## config.mk

```make
export PLATFORM = sky130hd
export DESIGN_NAME = mul16_seq_flat
export DESIGN_NICKNAME = d
export VERILOG_FILES = /design/src/rtl/mul16_seq_pkg.sv /design/src/rtl/mul16_seq_if.sv /design/src/rtl/mul16_seq.sv /design/src/flat_wrapper.sv
export SDC_FILE = /design/constraint.sdc
export NUM_CORES = 1
export LEC_CHECK = 0
export BUFFER_PORTS_ARGS = -buffer_cell sky130_fd_sc_hd__buf_4
export CAP_MARGIN = 20
export CORE_MARGIN = 2
export CORE_UTILIZATION = 29
export CTS_CLUSTER_SIZE = 20
export DETAILED_ROUTE_END_ITERATION = 16
export PLACE_DENSITY_LB_ADDON = 0.12
export REMOVE_ABC_BUFFERS = 1
export SETUP_SLACK_MARGIN = 0.1
export SYNTH_ARGS = -nofsm -noshare
export SYNTH_HDL_FRONTEND = slang
export SYNTH_SLANG_ARGS = --single-unit
```

## constraint.sdc

```tcl
create_clock -name CLK -period 2.2 [get_ports CLK]
set_input_delay 0 -clock CLK [delete_from_list [all_inputs] [get_ports CLK]]
set_output_delay 0 -clock CLK [all_outputs]
set_load 0.05 [all_outputs]
```

## src/rtl/mul16_seq_pkg.sv

```systemverilog
// Shared constants, FSM state encoding and a two's-complement magnitude
// helper for the sequential 16x16 shift-add multiplier.
package mul16_seq_pkg;

    localparam int WIDTH    = 16;
    localparam int CNT_W    = 5;
    localparam int MUL_ITER = 16;

    typedef enum logic [1:0] {
        S_IDLE = 2'd0,
        S_RUN  = 2'd1,
        S_FIX  = 2'd2,
        S_DONE = 2'd3
    } state_t;

    // Magnitude of a two's-complement value; the most negative value maps to
    // itself, which is the correct unsigned magnitude.
    function automatic logic [WIDTH-1:0] abs_val(input logic [WIDTH-1:0] v);
        return v[WIDTH-1] ? (~v + WIDTH'(1)) : v;
    endfunction

endpackage

```

## src/rtl/mul16_seq_if.sv

```systemverilog
// Start/Busy/Done handshake plus operand and product buses of the multiplier.
interface mul16_seq_if
    import mul16_seq_pkg::*;
#(
    parameter int W = WIDTH
);
    logic         Start;
    logic         Signed;
    logic [W-1:0] A;
    logic [W-1:0] B;
    logic         Busy;
    logic         Done;
    logic         WrEn;
    logic [W-1:0] P_hi;
    logic [W-1:0] P_lo;

    modport master (
        output Start, Signed, A, B,
        input  Busy, Done, WrEn, P_hi, P_lo
    );

    modport slave (
        input  Start, Signed, A, B,
        output Busy, Done, WrEn, P_hi, P_lo
    );
endinterface

```

## src/rtl/mul16_seq.sv

```systemverilog
// Multi-cycle 16x16 shift-add multiplier (unsigned or signed via sign/magnitude),
// 32-bit product held in registered P_hi/P_lo with a one-cycle Done/WrEn pulse.
module mul16_seq
    import mul16_seq_pkg::*;
(
    input  logic         CLK,
    input  logic         CLR,
    mul16_seq_if.slave   bus
);

    state_t               state_reg;
    logic [WIDTH:0]       acc_reg;
    logic [WIDTH-1:0]     mcand_reg;
    logic [WIDTH-1:0]     mplier_reg;
    logic [CNT_W-1:0]     cnt_reg;
    logic                 neg_reg;
    logic                 busy_reg;
    logic                 done_reg;
    logic [WIDTH-1:0]     p_hi_reg;
    logic [WIDTH-1:0]     p_lo_reg;

    logic [WIDTH:0]       sum_next;
    logic [2*WIDTH-1:0]   prod_next;
    logic [2*WIDTH-1:0]   p_next;

    always_comb begin
        sum_next  = acc_reg + {1'b0, (mplier_reg[0] ? mcand_reg : '0)};
        prod_next = {acc_reg[WIDTH-1:0], mplier_reg};
        // Sign is reapplied once, after the unsigned magnitude product is complete.
        p_next    = neg_reg ? (~prod_next + (2*WIDTH)'(1)) : prod_next;
    end

    always_ff @(posedge CLK) begin
        if (CLR) begin
            state_reg  <= S_IDLE;
            acc_reg    <= '0;
            mcand_reg  <= '0;
            mplier_reg <= '0;
            cnt_reg    <= '0;
            neg_reg    <= 1'b0;
            busy_reg   <= 1'b0;
            done_reg   <= 1'b0;
            p_hi_reg   <= '0;
            p_lo_reg   <= '0;
        end else begin
            done_reg <= 1'b0;
            case (state_reg)
                S_IDLE: begin
                    if (bus.Start) begin
                        mcand_reg  <= bus.Signed ? abs_val(bus.A) : bus.A;
                        mplier_reg <= bus.Signed ? abs_val(bus.B) : bus.B;
                        neg_reg    <= bus.Signed & (bus.A[WIDTH-1] ^ bus.B[WIDTH-1]);
                        acc_reg    <= '0;
                        cnt_reg    <= '0;
                        busy_reg   <= 1'b1;
                        state_reg  <= S_RUN;
                    end
                end
                S_RUN: begin
                    // Accumulator and multiplier shift as one register; consumed
                    // multiplier bits make room for product low bits.
                    {acc_reg, mplier_reg} <= {sum_next, mplier_reg} >> 1;
                    cnt_reg <= cnt_reg + 1'b1;
                    if (cnt_reg == CNT_W'(MUL_ITER - 1)) begin
                        state_reg <= S_FIX;
                    end
                end
                S_FIX: begin
                    {p_hi_reg, p_lo_reg} <= p_next;
                    done_reg  <= 1'b1;
                    state_reg <= S_DONE;
                end
                S_DONE: begin
                    busy_reg  <= 1'b0;
                    state_reg <= S_IDLE;
                end
                default: begin
                    state_reg <= S_IDLE;
                end
            endcase
        end
    end

    assign bus.Busy = busy_reg;
    assign bus.Done = done_reg;
    assign bus.WrEn = done_reg;
    assign bus.P_hi = p_hi_reg;
    assign bus.P_lo = p_lo_reg;

endmodule

```

## src/flat_wrapper.sv

```systemverilog
// flat-port wrapper written by rule: the top's interface ports become plain ports
module mul16_seq_flat import mul16_seq_pkg::*;
  (CLK, CLR, bus_Start, bus_Signed, bus_A, bus_B, bus_Busy, bus_Done, bus_WrEn, bus_P_hi, bus_P_lo);
  mul16_seq_if bus_i ();
  input  logic CLK;
  input  logic CLR;
  input wire logic [$bits(bus_i.Start)-1:0] bus_Start;
  input wire logic [$bits(bus_i.Signed)-1:0] bus_Signed;
  input wire logic [$bits(bus_i.A)-1:0] bus_A;
  input wire logic [$bits(bus_i.B)-1:0] bus_B;
  output wire logic [$bits(bus_i.Busy)-1:0] bus_Busy;
  output wire logic [$bits(bus_i.Done)-1:0] bus_Done;
  output wire logic [$bits(bus_i.WrEn)-1:0] bus_WrEn;
  output wire logic [$bits(bus_i.P_hi)-1:0] bus_P_hi;
  output wire logic [$bits(bus_i.P_lo)-1:0] bus_P_lo;
  assign bus_i.Start = bus_Start;
  assign bus_i.Signed = bus_Signed;
  assign bus_i.A = bus_A;
  assign bus_i.B = bus_B;
  assign bus_Busy = bus_i.Busy;
  assign bus_Done = bus_i.Done;
  assign bus_WrEn = bus_i.WrEn;
  assign bus_P_hi = bus_i.P_hi;
  assign bus_P_lo = bus_i.P_lo;
  mul16_seq u_core (.CLK(CLK), .CLR(CLR), .bus(bus_i));
endmodule
```

======== Word-level counts from Yosys, hierarchy flattened ========
Cells that the tools add are included.
storage, ports and cells
  flip-flop bits (word level) ............. 91
  bits in latches ......................... 0
  RAM bits ................................ 0
  ROM bits ................................ 0
  bits of input ports ..................... 36
  word-level logic and storage cells ...... 51
  memories kept ........................... 0
cells by class
  add/subtract/negate cells ............... 5
  multipliers ............................. 0
  div/mod/pow operators ................... 0
  $lt $le $gt $ge ......................... 0
  equality and inequality tests ........... 6
  shifts and indexed selects .............. 0
  muxes and demuxes ....................... 18
  bitwise gates (word level) .............. 5
  reductions and logical operators ........ 7
operators with widths
  kind                                                  number
  two-way mux 16 bit                                    6
  one-hot mux 17 bit (2 select lines)                   1
  adder 16 x 1 -> 16 bit (second input constant)        2
  adder 32 x 1 -> 32 bit (second input constant)        1
  two-way mux 32 bit                                    1
  inverter 16 bit                                       2
  inverter 32 bit                                       1
  one-hot mux 16 bit (2 select lines)                   1
  adder 17 x 16 -> 17 bit                               1
  two-way mux 17 bit                                    1
  one-hot mux 5 bit (2 select lines)                    1
  one-hot mux 2 bit (4 select lines)                    1
  AND reduction 2 bit                                   4
  adder 5 x 1 -> 5 bit (second input constant)          1
  equality test 5 x 4 -> 1 bit (second input constant)  1
  two-way mux 5 bit                                     1
  equality test 2 bit (second input constant)           2
  two-way mux 2 bit                                     2
  nonzero test 2 bit                                    2
  equality test 2 x 1 -> 1 bit (second input constant)  1
  zero test 2 bit                                       1
  two-way mux 1 bit                                     2
  != test 2 x 1 -> 1 bit (second input constant)        1
  != test 2 bit (second input constant)                 1
  other kinds (3)                                       3

======== Logic depth before layout (Yosys ltp) ========
  depth after elaboration ................. 6
  mapped depth ............................ 10
  gate-level depth less buffers ........... 9

======== Worst setup path after synthesis ========
Ideal clock, no wire load.
  path kind ............................... flip-flop to flip-flop
  start point ............................. register u_core.mplier_reg[0]
  end point ............................... register u_core.acc_reg[9]
  setup time .............................. 0.117 ns
  data arrival time ....................... 2.307 ns
  required time ........................... 2.083 ns
  path slack .............................. -0.225 ns
  cell stages (with the launch flop) ...... 10
  buffers on the path ..................... 2
  period minus slack after synthesis ...... 2.425 ns
  path through ............................ dfxtp_1 > clkbuf_1 > clkbuf_1 > nand2_1 > fa_1 > nor2b_1 > o31a_1 > o2111ai_1 > a21o_1 > a32o_1
between the ends
  cells in the longest elaborated chain, start to end .. 3
ends and longest elaborated chain
  item                                 RTL line         text
  from (decl)                          mul16_seq.sv:14  logic [WIDTH-1:0] mplier_reg;
  from (signal assigned)               mul16_seq.sv:51  mplier_reg <= bus.Signed ? abs_val(bus.B) : bus.B;
  from (signal assigned)               mul16_seq.sv:62  {acc_reg, mplier_reg} <= {sum_next, mplier_reg} >> 1;
  two-way mux 16 bit                   mul16_seq.sv:27  sum_next = acc_reg + {1'b0, (mplier_reg[0] ? mcand_reg : '0)};
  adder 17 x 16 -> 17 bit              mul16_seq.sv:27
  one-hot mux 17 bit (2 select lines)  mul16_seq.sv:47  case (state_reg)
  to (signal assigned)                 mul16_seq.sv:62
  to (decl)                            mul16_seq.sv:12  logic [WIDTH:0] acc_reg;
Every way passes these cells.
A chain may end at the register's enable or synchronous reset.

======== Worst setup path in the final report ========
  start point ............................. register u_core.mplier_reg[0]
  end point ............................... register u_core.acc_reg[5]
Same word-level chain as after synthesis.

==> impl_metrics.ini <==
[outcome]
status = finished with violations
violations = hold timing, setup timing

[finish]
fill_cells = 1914
num-nets-final = 879
insertedDiodeCount = 0
drive_above_1_share_pct = 21.7
postLayoutCellArea_mm2 = 0.00731
area_growth_pct = 31.9

[route]
drc = 0
wirelength_um = 16300
wire_per_inst_um = 15.4
ant_nets = 0
first_iter_violations = 267
vias = 5329
viasPerCell = 5.05
first_pass_iters = 5

[synth]
ys_types = 61
synth_commonest_cells = dfxtp_1 (90), nor2_1 (79), nand2_1 (64)
synth_edf_count = 0
synth_cells = 693
synth_top_cell_by_area = dfxtp_1
synth_area_leaders = dfxtp_1 (33%), xor2_1 (6.2%), ha_1 (5.6%), nor2_1 (5.4%), nand2_1 (4.3%)
syn_area_mm2 = 0.00554
synth_warnings = 0
ys.flop_type = dfxtp_1
synthArstFlopShare_pct = 0
avgSynthCellArea_um2 = 8.00
synth_top_area_share_pct = 32.5
synth_seq_cells = 90
yosysMostFrequentCell = dfxtp_1
yosysSeqAreaShare_pct = 32.5

[power]
finalPower_uw = 7750
vdd_drop_max_mv = 0.375
switching_share_pct = 44.1
switching_power_uw = 3420
p_leak_uw = 0.00293
pwr-share-clk_pct = 20.0
powerDensity_mw_per_mm2 = 1060
p_comb_share_pct = 50.2
pwr-share-seq_pct = 29.8
internal-power_uw = 4330

[clock_tree]
path_clk_slew_ns = 0.07
cts_tree = built
clock_sinks = 90
htreeDepth = 3
cts_buffers = 9
ctsLongestPathBuffers = 2
clkLatencyLatePin_ns = 0.35
clockRootBuffer = clkbuf_16

[floorplan]
die_y_um = 142
chipWidth_um = 142
rows = 50
core_area_mm2 = 0.0187
io_pins = 71
start_util_pct = 29.6
dieArea_mm2 = 0.0202

[placed_design]
dp.final_hpwl_um = 12300
place.gp.congestion = 0.813
dpl_cell_area_mm2 = 0.00660
pre_cts_ws_ns = -0.212
numPortBuffers = 70

[sta]
final_max_slew_viol_count = 0
worstMarginPinSlew_ns = 0.732
worst_slack_ns = -0.0120
grt_setup_unrepaired = yes
finalSetupViolations = 1
hold_ws_ns = -0.00258
fin_skew_ns = 0.00751
fin_tns_setup_ns = -0.0120
period_share_pct = 101
min_period_ns = 2.21
hold_viol = 1
fmax_ghz = 0.452
relSlewSlack_pct = 51.0

[worst_setup_path]
regToRegStartpoint = u_core.mplier_reg[0]
r2r_slack_ns = -0.01
worst_ep_arrival_time_ns = 2.43
worstSetupEndpoint = u_core.acc_reg[5]
crit_type = register to register
critPathLaunch = u_core.mplier_reg[0]
endpoint_kind = register
r2r_end = u_core.acc_reg[5]
ff2ff_path_depth = 9
cp-start-kind = register
critPathRequiredTime_ns = 2.42
worstPathMaxFanout = 5

[job]
drv_cap = 0

[grt]
grt_max_degree = 48
grtUsageTotal_pct = 16.4
grt_pass1_vias = 5071
grt_pass1_wl_um = 26500
overflow = 0
antenna_found_initial = 0

[worst_hold_path]
hold_path_class = primary input to register
worstHoldStart = bus_A[11]
==> timing repair <==
action                                  CTS  global route
endpoints found under the setup margin    9            22
cloned                                    1             0
pin swaps                                 5             7
endpoints found under the hold margin    20             0
hold buffers                             21             0
resized for setup                        18            13
buffers inserted                          4             3
==> per-stage QoR <==
stage / std cells / hold WS (ns) / util [%]
5_1_grt: 1056 / 0.0350 / 39.1
3_3_place_gp: 1011 / 0.292 / 35.3
2_1_floorplan: 656 / 0.0691 / -
3_5_place_dp: 1011 / 0.295 / 35.3
4_1_cts: 1053 / 0.00302 / 38.5
6_report: 1056 / -0.00258 / 39.1
==> metal layers <==
| metal | up-vias | wire length (um) | track usage, % |
|---|---|---|---|
| met5 | - | 0 | 0 |
| met4 | 0 | 287 | 6.11 |
| met3 | 18 | 656 | 2.49 |
| met2 | 117 | 7300 | 25.9 |
| met1 | 2429 | 8040 | 22.6 |
| li1 | 2765 | - | - |
==> area by class of cell <==
cell class | instances | area, um^2 | area share (%)
multi-input cells | 544 | 3650 | 49.9
flip-flops and latches | 90 | 1800 | 24.7
repair buffers | 150 | 1200 | 16.4
well taps | 234 | 293 | 4.00
clock buffers | 12 | 236 | 3.23
inverters | 22 | 82.6 | 1.13
clock inverters | 4 | 52.6 | 0.719
==> power by group through the flow <==
stage	clock (uW)	sequential, uW	combinational (uW)
5_1_grt	1660	2370	4260
3_5_place_dp	0	2330	3740
4_1_cts	1610	2300	3820
3_3_place_gp	0	2310	3720
2_1_floorplan	0	2850	1860
6_report	1550	2310	3890
==> cell usage in the layout (no fill, tap or decap), types with 6 or more instances in the layout <==
master	count
clkbuf_16	9
nand4_1	7
xor2_1	39
dfxtp_1	89
nand3_1	11
and2_1	16
nand2b_1	7
buf_4	125
o22ai_1	7
o31ai_1	11
nor2_1	79
a21oi_1	44
nand2_1	64
nor3_1	15
and3_1	8
nor2b_1	6
a21o_1	6
or3_1	6
o211ai_1	6
inv_1	21
a22oi_1	7
a211oi_1	30
ha_1	20
xnor2_1	20
mux2i_1	9
a31oi_1	6
o21ai_0	37
dlygate4sd3_1	21
==> logic make-up (layout without fill, tap and decap cells) <==
logic type | count (synthesis) | in the layout | synth area share (%)
and+or+nand+nor | 246 | 246 | 21.8
AOI/OAI and AO/OA | 203 | 203 | 24.2
DFF | 90 | 90 | 32.5
xor gates and xnor gates | 59 | 59 | 9.32
buffers and inverters | 59 | 188 | 4.36
adders and majority gates | 26 | 26 | 6.01
muxes | 10 | 10 | 1.83
==> how the worst min path moves through the flow <==
| stage | endpoint | slack [ns] | depth (start not counted) |
|---|---|---|---|
| floorplan | u_core.mcand_reg[0] | 0.07 | 1 |
| finish | u_core.mcand_reg[11] | -0.003 | 3 |
| CTS | u_core.mcand_reg[11] | 0.003 | 3 |
| global placement | u_core.mcand_reg[0] | 0.29 | 3 |
| global route | u_core.mcand_reg[11] | 0.03 | 3 |
| detailed placement | u_core.mcand_reg[0] | 0.29 | 3 |
==> critical path: stages (launching register included) <==
cell and delay [ns]:
dfxtp_2 0.33, buf_6 0.12, and2_4 0.14, ha_4 0.23, nor2b_4 0.12, o31a_1 0.38
buf_4 0.18, or3_1 0.34, a32oi_1 0.19, nor2_1 0.05
Power figures use the tool's default switching activity.
